File: config.mk
export PLATFORM = sky130hd
export DESIGN_NAME = adder_seq
export DESIGN_NICKNAME = d
export VERILOG_FILES = /design/src/rtl/adder_seq.sv
export SDC_FILE = /design/constraint.sdc
export NUM_CORES = 1
export LEC_CHECK = 0
export ABC_AREA = 1
export BUFFER_PORTS_ARGS = -buffer_cell sky130_fd_sc_hd__buf_2
export CORE_ASPECT_RATIO = 1.75
export CORE_MARGIN = 8
export CORE_UTILIZATION = 57
export CTS_BUF_LIST = sky130_fd_sc_hd__clkbuf_4 sky130_fd_sc_hd__clkbuf_8
export DETAILED_ROUTE_END_ITERATION = 7
export HOLD_SLACK_MARGIN = 0.06
export PLACE_DENSITY = 0.89
export SLEW_MARGIN = 10
export SYNTH_ARGS = -nofsm -noshare
export SYNTH_HDL_FRONTEND = slang
export SYNTH_SLANG_ARGS = --single-unit
File: constraint.sdc
create_clock -name clk -period 1.5 [get_ports clk]
set_clock_uncertainty 0.05 [all_clocks]
set_input_delay 0.3 -clock clk [delete_from_list [all_inputs] [get_ports clk]]
set_output_delay 0.3 -clock clk [all_outputs]
set_load 0.1 [all_outputs]
File: src/rtl/adder_seq.sv
// Digit-serial adder/subtractor: latches WIDTH-bit operands on start, then
// adds DIGIT bits per clock through a registered carry, LSB digit first.
// Result, carry-out and signed overflow are published with a one-cycle done pulse.
module adder_seq #(
    parameter int unsigned WIDTH = 8,
    parameter int unsigned DIGIT = 1
) (
    input  logic             clk,
    input  logic             rst,
    input  logic             start,
    input  logic             sub,
    input  logic [WIDTH-1:0] a,
    input  logic [WIDTH-1:0] b,
    input  logic             cin,
    output logic             busy,
    output logic             done,
    output logic [WIDTH:0]   sum,
    output logic             ovf
);

    localparam int unsigned N  = WIDTH / DIGIT;
    localparam int unsigned CW = (N > 1) ? $clog2(N) : 1;
    localparam logic [CW-1:0] LastCnt = CW'(N - 1);

    if ((WIDTH < 2) || (WIDTH % DIGIT != 0)) begin : g_param_err
        $fatal(1, "adder_seq: WIDTH must be >= 2 and a multiple of DIGIT");
    end

    typedef enum logic [0:0] {StIdle, StRun} state_e;

    state_e           state_q, state_d;
    logic [WIDTH-1:0] a_q, a_d;
    logic [WIDTH-1:0] b_q, b_d;
    logic [WIDTH-1:0] res_q, res_d;
    logic             carry_q, carry_d;
    logic [CW-1:0]    cnt_q, cnt_d;
    logic             busy_q, busy_d;
    logic             done_q, done_d;
    logic [WIDTH:0]   sum_q, sum_d;
    logic             ovf_q, ovf_d;

    logic [DIGIT-1:0] a_dig, b_dig;
    logic [DIGIT:0]   dig_sum;
    logic             msb_cin;
    logic [WIDTH-1:0] res_shift;
    logic             accept;
    logic             last_digit;

    // One digit of the carry chain; the carry into the digit's top bit is
    // recovered from its sum bit, so ovf needs no separate adder.
    assign a_dig     = a_q[DIGIT-1:0];
    assign b_dig     = b_q[DIGIT-1:0];
    assign dig_sum   = {1'b0, a_dig} + {1'b0, b_dig} + {{DIGIT{1'b0}}, carry_q};
    assign msb_cin   = dig_sum[DIGIT-1] ^ a_dig[DIGIT-1] ^ b_dig[DIGIT-1];
    // New digit enters at the top so the LSB digit ends up at bit 0.
    assign res_shift = (res_q >> DIGIT)
                     | (WIDTH'(dig_sum[DIGIT-1:0]) << (WIDTH - DIGIT));
    assign accept     = (state_q == StIdle) && start;
    assign last_digit = (state_q == StRun) && (cnt_q == LastCnt);

    // State register
    always_ff @(posedge clk) begin
        if (rst) begin
            state_q <= StIdle;
        end else begin
            state_q <= state_d;
        end
    end

    // Next-state logic
    always_comb begin
        state_d = state_q;
        unique case (state_q)
            StIdle:  if (start) state_d = StRun;
            StRun:   if (cnt_q == LastCnt) state_d = StIdle;
            default: state_d = StIdle;
        endcase
    end

    // Datapath and output next-state values
    always_comb begin
        a_d     = a_q;
        b_d     = b_q;
        res_d   = res_q;
        carry_d = carry_q;
        cnt_d   = cnt_q;
        busy_d  = busy_q;
        done_d  = 1'b0;
        sum_d   = sum_q;
        ovf_d   = ovf_q;
        if (accept) begin
            // Subtraction is a + ~b + 1; sub is captured by the inversion and carry.
            a_d     = a;
            b_d     = sub ? ~b : b;
            carry_d = sub ? 1'b1 : cin;
            res_d   = '0;
            cnt_d   = '0;
            busy_d  = 1'b1;
        end else if (state_q == StRun) begin
            a_d     = a_q >> DIGIT;
            b_d     = b_q >> DIGIT;
            res_d   = res_shift;
            carry_d = dig_sum[DIGIT];
            cnt_d   = cnt_q + CW'(1);
            if (last_digit) begin
                sum_d  = {dig_sum[DIGIT], res_shift};
                ovf_d  = msb_cin ^ dig_sum[DIGIT];
                busy_d = 1'b0;
                done_d = 1'b1;
            end
        end
    end

    // Datapath and output registers
    always_ff @(posedge clk) begin
        if (rst) begin
            a_q     <= '0;
            b_q     <= '0;
            res_q   <= '0;
            carry_q <= 1'b0;
            cnt_q   <= '0;
            busy_q  <= 1'b0;
            done_q  <= 1'b0;
            sum_q   <= '0;
            ovf_q   <= 1'b0;
        end else begin
            a_q     <= a_d;
            b_q     <= b_d;
            res_q   <= res_d;
            carry_q <= carry_d;
            cnt_q   <= cnt_d;
            busy_q  <= busy_d;
            done_q  <= done_d;
            sum_q   <= sum_d;
            ovf_q   <= ovf_d;
        end
    end

    assign busy = busy_q;
    assign done = done_q;
    assign sum  = sum_q;
    assign ovf  = ovf_q;

endmodule
# Word level (Yosys, flattened, before mapping)
# Index checks and enable logic that the tools add are counted.
# totals
reg_bits	41
input_bits	21
output_inout_bits	12
elab_cells	44
# op_classes
add_sub_neg	3
eq_ne	1
muxes	15
bitwise	7
n_reduce_logical	8
# ops
op	count
$mux W8	5
$mux W1	9
$not A8 Y8	1
$or A7 B8 Y8	1
$reduce_bool A2 Y1	2
$add A3 B1 Y3 const B	1
$eq A3 B3 Y1 const B	1
$reduce_and A3 Y1	1
$reduce_or A3 Y1	1
$xor A1 B1 Y1	3
$add A1 B1 Y2	1
$add A2 B1 Y2	1
$logic_and A1 B1 Y1	2
$not A1 Y1	2
$pmux W1 S2	1
$reduce_and A2 Y1	1
$reduce_or A2 Y1	1

# Logic depth before layout (Yosys ltp)
# depth
word_depth	5
ltp_mapped	7
depth_no_buf	7

# Worst setup path before layout
# Ideal clock, no wire load.
# synth_path
path_kind	register to register
startpoint	register b_q[0]
endpoint	register ovf_q, in the netlist ovf
setup_time_ps	115
arrival_ps	1204
t_required_ps	1335
slack_ps	131
path_stages_with_launch	8
n_path_buf	0
synth_period_minus_slack_ps	1369
path_cell_list	dfxtp_1 fa_1 inv_1 nand2_1 nand2_1 nand2_1 nand3_1 nand2_1
# synth_via
elab_chain_cells	5
# synth_rtl
element	line_no	text
from (decl)	33	logic [WIDTH-1:0] b_q, b_d;
from (signal assigned)	118	b_q <= '0;
from (signal assigned)	128	b_q <= b_d;
$add A1 B1 Y2	53	assign dig_sum = {1'b0, a_dig} + {1'b0, b_dig} + {{DIGIT{1'b0}}, carry_q};
$add A2 B1 Y2	53	
net dig_sum[0]	43	logic [DIGIT:0] dig_sum;
$xor A1 B1 Y1 (2 in a row)	54	assign msb_cin = dig_sum[DIGIT-1] ^ a_dig[DIGIT-1] ^ b_dig[DIGIT-1];
$xor A1 B1 Y1	107	ovf_d = msb_cin ^ dig_sum[DIGIT];
to (signal assigned)	135	ovf_q <= ovf_d;
to (decl)	40	logic ovf_q, ovf_d;
# The timed path passes the listed nets, and every way through them passes these cells.
# A chain may end at the register's enable or synchronous reset.

# Worst setup path after layout
# layout_path
startpoint	register carry_q
endpoint	register ovf_q, in the netlist ovf
# layout_via
elab_chain_cells	4
# layout_rtl
element	line_no	text
from (decl)	35	logic carry_q, carry_d;
from (signal assigned)	130	carry_q <= carry_d;
$add A2 B1 Y2	53	
net dig_sum[0]	43	
$xor A1 B1 Y1 (2 in a row)	54	
$xor A1 B1 Y1	107	
# The timed path passes the listed nets, and every way through them passes these cells.

==> results.md <==
* Status: finished clean
* Die width at 58.3 um
* Slew headroom at 67.7%
* Routability congestion estimate from global placement at 0.803
* XOR/XNOR share of the synthesized area at 0.982%
* Synth cell types at 24
* Area post-placement at 2000 um^2
* Switching Fraction at 26.7%
* Hold Startpoint: a[7]
* GRT Residual Overflow at 0
* WL/cell at 10.2 um
* Yosys warns at 0
* Largest family of logic cells by synthesized area: simple AND/OR/NAND/NOR gates
* # clock sinks at 40
* Leakage at 1.07 nW
* Area Growth Syn to Fin at 17.3%
* Sum Neg Setup Slack at 0 ns
* Final Hold Fails at 0
* Vias in the first global route at 1515
* Tcrit/Tclk final at 94.4%
* Setup-failing EPs final at 0
* Synth Area in Compound Gates at 9.75%
* Simple-Gate Fraction of Synth Area at 33.0%
* Finished layout cell area at 2090 um^2
* Flops & latches, synth at 40
* Setup crit start: carry_q$_SDFFE_PP0P_
* Setup crit start kind: flop
* Via count at 1558
* Root Driver: clkbuf_8
* NetSw at 0.558 mW
* GR Util All Layers at 13.9%
* Clk pwr share at 33.3%
* Final Slew Violations at 0
* Final core occ at 68.1%
* Tmin final at 1.42 ns
* Clk pin slew, worst setup/hold paths at 0.08 ns
* Diode count at 0
* Mapped Area at 1780 um^2
* Layout cells sized above 1 at 21.4%
* Total Wirelength at 3400 um
* Sequential Power Share at 53.7%
* Cells after DPL at 325
* PwrDens at 997 nW/um^2
* Hold WC Path Type: input pin to flop
* Clock Path Buffers at 2
* Power consumption at 2.09 mW
* Adder-cell share of the synthesized area at 2.52%
* Core area at 3070 um^2
* Post-route DRC at 0
* Largest net degree at the start of global routing at 19
* 1st-iter DRT viols at 13
* Clock Latency Late Sink at 0.29 ns
* Crit end category: flop
* Critical path class: flop to flop
* Int Pwr at 1.53 mW
* Required time of the critical path at 1.64 ns
* Initial DRT Pass Iterations at 4
* Detailed Place HPWL at 2560 um
* CTS tree: built
* Seq/Total Area, Yosys at 44.9%
* Post-Synthesis Cells at 248
* Htree depth at 2
* Initial antenna violation count at 0
* Crit path max fanout at 4
* Multiplexer area fraction after synthesis at 0%
* Worst Max-Slew Pin Slew at 0.488 ns
* CP arrival at 1.55 ns
* Die H at 90.0 um
* RR Startpoint: carry_q$_SDFFE_PP0P_
* I/O Buffers at 32
* F_max at 0.706 GHz
* I/O pin cnt at 33
* Non-filler cells, final at 333
* Vias per cell at 4.68
* Final Net Count at 313
* Detail Route Antenna Nets at 0
* Mapped Nets at 272
* Avg Cell Area, Syn at 7.19 um^2
* Rows at 27
* Gate power share at 13.0%
* Max cap viols at 0
* Hold buffer count at CTS at 0
* Inserted Clock Buffers at 5
* RSZ-0062 raised after global routing: no
* Initial core utilization at 58.0%
* Worst VDD drop at 0.000657 V
* DIE AREA at 5250 um^2
* Postcts setup bufs at 0
* First-pass GRT wire length at 5910 um
==> cell families after synthesis <==
group / after synthesis
buf+inv: 31
compound gates: 29
xor+xnor: 2
fa+ha+maj: 3
flops: 40
simple gates: 143
==> cell usage after synthesis <==
cell / instances / area [um^2]
buf_2: 2 / 10.0
fa_1: 1 / 20.0
nand2_4: 1 / 11.3
nand3_1: 11 / 55.1
ha_1: 2 / 25.0
buf_12: 1 / 20.0
nand2_1: 122 / 458
clkinv_1: 2 / 7.51
buf_6: 2 / 22.5
buf_4: 2 / 15.0
or2_2: 2 / 12.5
o21ai_4: 1 / 16.3
inv_2: 1 / 3.75
nor2_2: 1 / 6.26
a21oi_1: 18 / 90.1
o21ai_0: 1 / 5.00
nor2_8: 1 / 20.0
o21ai_1: 2 / 10.0
xnor2_1: 2 / 17.5
nor2_4: 1 / 11.3
inv_1: 21 / 78.8
a21boi_0: 7 / 52.6
nor2_1: 4 / 15.0
dfxtp_1: 40 / 801
==> through the flow <==
step / hold slack [ns] / setup slack [ns]
2_1_floorplan: 0.376 / 0.131
3_3_place_gp: 0.372 / 0.111
3_5_place_dp: 0.377 / 0.0552
4_1_cts: 0.192 / 0.0298
5_1_grt: 0.218 / 0.00191
6_report: 0.201 / 0.0840
==> layout by cell type, fill, tap and decap left out <==
master	n
nand2_4	1
or2_2	2
ha_1	2
nor2_1	4
nand3_1	11
xnor2_1	2
nand2_1	122
clkbuf_8	5
fa_2	1
a21boi_0	7
o21ai_0	1
o21ai_1	2
buf_4	9
o21ai_4	1
nor2_4	1
buf_2	32
clkinv_1	2
dfxtp_1	37
a21oi_1	18
inv_2	2
nor2_8	1
clkinv_2	2
inv_1	20
nor2_2	1
dfxtp_2	3
clkinv_4	1
==> power by group through the flow <==
| stage | Combinational, mW | Sequential [mW] | Clock [mW] |
|---|---|---|---|
| finish | 0.270 | 1.12 | 0.695 |
| global route | 0.303 | 1.12 | 0.763 |
| CTS | 0.268 | 1.12 | 0.718 |
| detailed placement | 0.267 | 1.14 | 0 |
| global placement | 0.258 | 1.14 | 0 |
| floorplan | 0.182 | 1.16 | 0 |
==> final timing paths <==
path	slack, ns	end	cells after the start
setup / recovery	0.08	ovf$_SDFFE_PP0P_	6
hold / removal	0.20	a_q[7]$_SDFFE_PP0P_	3
setup reg to reg	0.08	ovf$_SDFFE_PP0P_	6
hold reg to reg	0.39	sum[5]$_SDFFE_PP0P_	2
==> metal layers <==
| layer | share of wire [%] | GRT usage (%) |
|---|---|---|
| met5 | 0 | 0 |
| met4 | 2.3 | 8.85 |
| met3 | 4.0 | 4.14 |
| met2 | 51 | 25.0 |
| met1 | 43 | 12.7 |
==> cell type report <==
class / instances / area (um^2)
clock buffers: 5 / 68.8
well taps: 43 / 53.8
fillers: 295 / 982
clock inverters: 3 / 18.8
inverters: 24 / 90.1
repair buffers: 41 / 228
multi-input cells: 177 / 828
flip-flops and latches: 40 / 805
==> what timing repair did <==
item / 4_1_cts / 5_1_grt
resized for setup: 0 / 5
endpoints found under the setup margin: 0 / 1
hold endpoints to repair: 0 / 0
==> sequential cells by signal, summed over array words and instances, names as in the netlist <==
register,count
sum,9
a_q,8
b_q,8
res_q,7
cnt_q,3
busy,1
carry_q,1
done,1
ovf,1
state_q,1
==> worst max-delay path, stage by stage, from the launching register on <==
cell,delay [ns]
dfxtp_2,0.34
fa_2,0.61
nand2_1,0.08
nand2_1,0.07
nand2_1,0.05
nand3_1,0.07
nand2_1,0.04
(Power assumes the default switching activity.)
